--- src/rtl/fetch_unit.sv ---
// Instruction fetch stage: owns the fetch PC, reads a combinational ROM and
// buffers {pc, instr} pairs in a small in-order queue toward decode.
module fetch_unit #(
    parameter logic [15:0] RESET_PC = 16'h0000,
    parameter int unsigned DEPTH    = 2
) (
    input  logic                       i_clk,
    input  logic                       i_reset,
    output logic [15:0]                o_imem_addr,
    input  logic [31:0]                i_imem_data,
    input  logic                       i_redirect,
    input  logic [15:0]                i_redirect_pc,
    output logic                       o_valid,
    input  logic                       i_ready,
    output logic [31:0]                o_instr,
    output logic [15:0]                o_pc,
    output logic [$clog2(DEPTH):0]     o_count
);

    localparam int unsigned PtrW = (DEPTH > 1) ? $clog2(DEPTH) : 1;
    localparam int unsigned CntW = $clog2(DEPTH) + 1;

    logic [15:0]     fetch_pc_q, fetch_pc_d;
    logic [PtrW-1:0] rd_ptr_q, rd_ptr_d;
    logic [PtrW-1:0] wr_ptr_q, wr_ptr_d;
    logic [CntW-1:0] count_q, count_d;
    logic [15:0]     pc_mem_q    [DEPTH];
    logic [31:0]     instr_mem_q [DEPTH];

    logic pop;
    logic can_push;
    logic push;
    logic unused_redirect_lsb;

    assign unused_redirect_lsb = ^i_redirect_pc[1:0];

    always_comb begin
        pop        = (count_q != '0) & i_ready;
        can_push   = (count_q < CntW'(DEPTH)) | pop;
        push       = can_push & ~i_redirect;
        fetch_pc_d = fetch_pc_q;
        rd_ptr_d   = rd_ptr_q;
        wr_ptr_d   = wr_ptr_q;
        count_d    = count_q;
        if (i_redirect) begin
            // Flush wins over any concurrent push or pop.
            fetch_pc_d = {i_redirect_pc[15:2], 2'b00};
            rd_ptr_d   = '0;
            wr_ptr_d   = '0;
            count_d    = '0;
        end else begin
            if (push) begin
                fetch_pc_d = fetch_pc_q + 16'd4;
                wr_ptr_d   = wr_ptr_q + PtrW'(1);
            end
            if (pop) begin
                rd_ptr_d = rd_ptr_q + PtrW'(1);
            end
            count_d = count_q + CntW'(push) - CntW'(pop);
        end
    end

    always_ff @(posedge i_clk or negedge i_reset) begin
        if (!i_reset) begin
            fetch_pc_q <= RESET_PC;
            rd_ptr_q   <= '0;
            wr_ptr_q   <= '0;
            count_q    <= '0;
            for (int i = 0; i < int'(DEPTH); i++) begin
                pc_mem_q[i]    <= '0;
                instr_mem_q[i] <= '0;
            end
        end else begin
            fetch_pc_q <= fetch_pc_d;
            rd_ptr_q   <= rd_ptr_d;
            wr_ptr_q   <= wr_ptr_d;
            count_q    <= count_d;
            if (push) begin
                pc_mem_q[wr_ptr_q]    <= fetch_pc_q;
                instr_mem_q[wr_ptr_q] <= i_imem_data;
            end
        end
    end

    assign o_imem_addr = fetch_pc_q;
    assign o_valid     = (count_q != '0);
    assign o_instr     = instr_mem_q[rd_ptr_q];
    assign o_pc        = pc_mem_q[rd_ptr_q];
    assign o_count     = count_q;

endmodule

--- config.mk ---
export PLATFORM = sky130hd
export DESIGN_NAME = fetch_unit
export DESIGN_NICKNAME = d
export VERILOG_FILES = /design/src/rtl/fetch_unit.sv
export SDC_FILE = /design/constraint.sdc
export NUM_CORES = 1
export LEC_CHECK = 0
export BUFFER_PORTS_ARGS = -buffer_cell sky130_fd_sc_hd__buf_4
export CORE_AREA = 2 2 132 95
export CTS_CLUSTER_SIZE = 20
export DETAILED_ROUTE_END_ITERATION = 7
export DIE_AREA = 0 0 134 97
export PLACE_DENSITY = 0.71
export RECOVER_POWER = 25
export REMOVE_ABC_BUFFERS = 1
export SYNTH_ARGS = -nofsm -noshare
export SYNTH_HDL_FRONTEND = slang
export SYNTH_SLANG_ARGS = --single-unit
export TNS_END_PERCENT = 20
--- constraint.sdc ---
create_clock -name i_clk -period 1.65 [get_ports i_clk]
set_input_delay 0.0825 -clock i_clk [delete_from_list [all_inputs] [get_ports i_clk]]
set_output_delay 0.0825 -clock i_clk [all_outputs]
set_load 0.01 [all_outputs]
==> run summary <==
Summing over every cut layer, the via total after detailed routing is 3431. The smallest clock period supported by the final layout is computed as 1.62 ns. In this run the critical register-to-register path is captured at instr_mem_q[38].

Data on the critical path arrives at its endpoint at 1.86 ns. At the end of routability-driven placement, the weighted congestion stood at 0.757. On the final layout, the worst clock skew is 0.00532 ns.

For the static leakage, the log shows 3.25 nW. The path class of the tightest hold or removal check is input pin to flip-flop. For the maximum resistive drop on vdd, the log shows 0.768 mV. The switching power share of the total is 28.9%. Global routing finished with a remaining overflow of 0. The run gives 3.46 mW as the net switching power of the design.

In this run the core area contains 33 standard-cell rows. The largest net degree at the start of global routing is 43, and the delay of the slowest critical-path stage is 0.38 ns. The number of antenna violations at the first check in global routing is 0, and the headroom to the max-slew limit is 43.5%. Setup total negative slack on the finished layout was measured at 0 ns. The effective utilization at floorplan is 44.8%, and the H-tree depth is 3. For this design the top-level I/O count stands at 119.

The cell area power density is 1660 nW/um^2. For this run, the leading register cell type out of synthesis is sky130_fd_sc_hd__dfrtp_1. The data required time at the worst endpoint is 1.88 ns, and the clock latency of the later-clocked register in the worst-skew pair is 0.34 ns. The die span in y works out to 97 um. The count of buffer and inverter cells on the critical path is 2. The first TritonRoute pass finished after 4 iterations.

The first global-routing pass estimated 19400 um of wire. The tool flagged a number of max-cap violations equal to 0. After detailed routing, the number of vias per cell comes to 4.97. The logs give 0 for the number of routed nets with antenna violations and 0 for the number of warnings issued by yosys.

The tree is rooted in a sky130_fd_sc_hd__clkbuf_16. STA classifies the critical path startpoint as a flip-flop. The run gives 110 as the TritonCTS sink count. Walking the worst path, the cells encountered are buf_4 -> nand2b_4 -> nand2_4 -> nor2_4 -> bufbuf_16 -> mux2_2. The logs give 42.5% for the part of the total power dissipated in combinational logic and 0.0193 ns for the tightest hold margin. The post-route netlist has 54.8% of its cells at a drive strength greater than 1. After filler insertion, the fill cell instance count of the layout stands at 893. Yosys mapped a number of flops with a built-in enable equal to 0. The worst register-to-register path has a depth of 6. Counting instances, the worst hold path has a depth of 3. The number of port buffers works out to 112. The combined area of all synthesized cells is 5200 um^2, and the placeable core area is 11600 um^2.

For the count of final hold-check violations, the log shows 0. The startpoint identified for the worst hold timing path is i_redirect_pc[14]. The logs give 0.03 ns for the flop-to-flop setup slack and 40 for the count of unique library cells instantiated by Yosys. For the count of pins over their slew limit, the log shows 0. Setup repair after global routing could not meet its margin everywhere.

The tools report the fraction of the yosys area taken by sequential cells as 52.9%. After clock tree synthesis, the clock-pin slew on the worst setup and hold paths is 0.07 ns. The overall die area was 13000 um^2.

The run gives 3718 as the via count of the first global-routing pass. In this run, flip-flops and latches consume 36.9% of the power. The maximum fanout along the worst path works out to 15.

In this run the mean area of a mapped cell was 14.6 um^2. After detailed routing, the total wire length is 11800 um. The tools report the residual DRC count as 0. Synthesis produced 356 cells. Setup violations remaining at the end of the flow were counted as 0. After synthesis the netlist holds a flip-flop and latch count of 110. The cell class contributing the biggest share of worst-path delay is buffers and inverters. Initial detailed-routing violation count: 114. The worst hold endpoint is o_imem_addr[14].

Relative to the synthesized area, the layout overhead comes to 38.5%. The run finished with clean final reports. The floorplan step set the die width to 134 um. Based on the critical path, the design can be clocked at up to 616 MHz. The global-route total usage across every layer came out at 19.0%. The logic depth of the worst path, buffers included is 6, and the area taken by flip-flops and latches is 2750 um^2. The number of antenna repair diodes came out at 0. Of the available clock period, the critical path in the final layout requires 98.4%.

After legalization and detailed placement, the total HPWL measured 7640 um. Launching point of the worst reg2reg path: o_count[1]. After synthesis, the share of flip-flops with an asynchronous set or reset is 100%.

The setup path with the least slack is of type flip-flop to flip-flop. The share of total power dissipated in the clock network is 20.5%. The area of the multi-input gates is 2310 um^2.

For the number of nets at the end of the flow, the log shows 584. Internal power comes to 8.50 mW. TritonCTS built the clock tree. The number of clock buffers added by TritonCTS is 9. The highest-delay cell along the critical path was sky130_fd_sc_hd__dfrtp_1. Dividing the detail-routed wire length by the instance count gives 17.1 um. The worst setup path is captured at a flip-flop. For the pin with the worst max-slew slack, the measured transition is 0.847 ns. The longest clock path from root to sink contains 2 buffers.
[routing by layer]
| layer | vias to the layer above | track usage [%] | wire (um) |
|---|---|---|---|
| li1 | 1600 | - | - |
| met1 | 1727 | 26.6 | 5600 |
| met2 | 95 | 29.7 | 5450 |
| met3 | 9 | 5.19 | 695 |
| met4 | 0 | 3.76 | 89 |
| met5 | - | 0 | 0 |
[sequential cells by signal, indices dropped and copies added, names as in the netlist]
name,flops
o_count,2
wr_ptr_q,1
rd_ptr_q,1
o_imem_addr,14
pc_mem_q,28
instr_mem_q,64
[worst reg2reg max path: stages (launching register included)]
cell	delay, ns
sky130_fd_sc_hd__dfrtp_1	0.38
sky130_fd_sc_hd__buf_4	0.16
sky130_fd_sc_hd__nand2b_4	0.09
sky130_fd_sc_hd__nand2_4	0.06
sky130_fd_sc_hd__nor2_4	0.14
sky130_fd_sc_hd__bufbuf_16	0.33
sky130_fd_sc_hd__mux2_2	0.35
[logic make-up (layout without fill, tap and decap cells)]
family	count (synthesis)	after routing	synth area share, %
mux	139	139	32.9
buf+inv	25	199	3.34
fa+ha+maj	3	3	0.722
other cells	1	4	0.0721
simple gates	47	47	5.77
xor+xnor	15	15	2.53
flops	110	110	52.9
compound gates	16	16	1.71
[final cells by class]
cell class                 count  share of cell area [%]
clock buffer                  11                    3.37
inverter                       2                   0.104
clock inverter                 4                    1.32
multi-input combinational    224                    32.1
timing repair buffer         182                    22.2
sequential                   110                    38.2
tap                          157                    2.73
[worst max-delay path by stage]
stage | startpoint | end | slack, ns
floorplan | o_count[1] | instr_mem_q[32] | -0.44
global placement | o_count[1] | o_count[1] | 0.01
detailed placement | o_count[1] | instr_mem_q[46] | -0.02
CTS | o_count[1] | instr_mem_q[38] | -0.007
global route | o_count[1] | pc_mem_q[27] | -0.05
finish | o_count[1] | instr_mem_q[38] | 0.03
[Yosys cell counts, drive strengths merged, types with 3 or more instances]
library cell  instances  area share [%]
nand4                 3            0.65
o21ai                12             1.2
clkbuf                5            0.36
nand3                 4            0.48
xnor2                12             2.0
dfrtp               110              53
buf                  18             2.8
nor4b                 3            0.87
xor2                  3            0.51
mux2                138              33
ha                    3            0.72
nand2                17             1.3
nor2                  7            0.65
[cells in the final DEF, fill, tap and decap left out, drive strengths merged, types with 4 or more instances in the layout]
cell type    netlist  final
buf               18    134
clkbuf             5     13
nor2               7      7
mux2             138    138
xnor2             12     12
nand3              4      4
o21ai             12     12
nand2             17     17
dfrtp            110    110
dlygate4sd3        0     45
conb               1      4
[power groups by stage]
stage	Sequential (mW)	Clock (mW)	Combinational, mW
floorplan	4.39	0	2.80
CTS	4.42	2.52	5.11
global route	4.57	2.64	5.45
finish	4.42	2.45	5.09
global placement	4.37	0	4.78
detailed placement	4.46	0	4.86
[stage by stage]
step                power [mW]  area [um^2]  setup WS [ns]  util [%]  instances
CTS                       12.0         7190       -0.00702      62.0        690
floorplan                 7.19         5050         -0.436         -        336
detailed placement        9.32         6320        -0.0240      54.4        624
global placement          9.15         6320         0.0112      54.4        624
finish                    12.0         7210         0.0257      62.1        690
global route              12.7         7210        -0.0481      62.1        690
[timing repair]
item | in CTS | in global routing
hold buffers | 45 | 0
resized for setup | 3 | 4
setup endpoints to repair | 59 | 73
setup buffers | 5 | 1
hold endpoints to repair | 104 | 0
gates cloned | 1 | 1
pin swaps | 2 | 3
No activity file was read; power rests on OpenSTA's default activity.
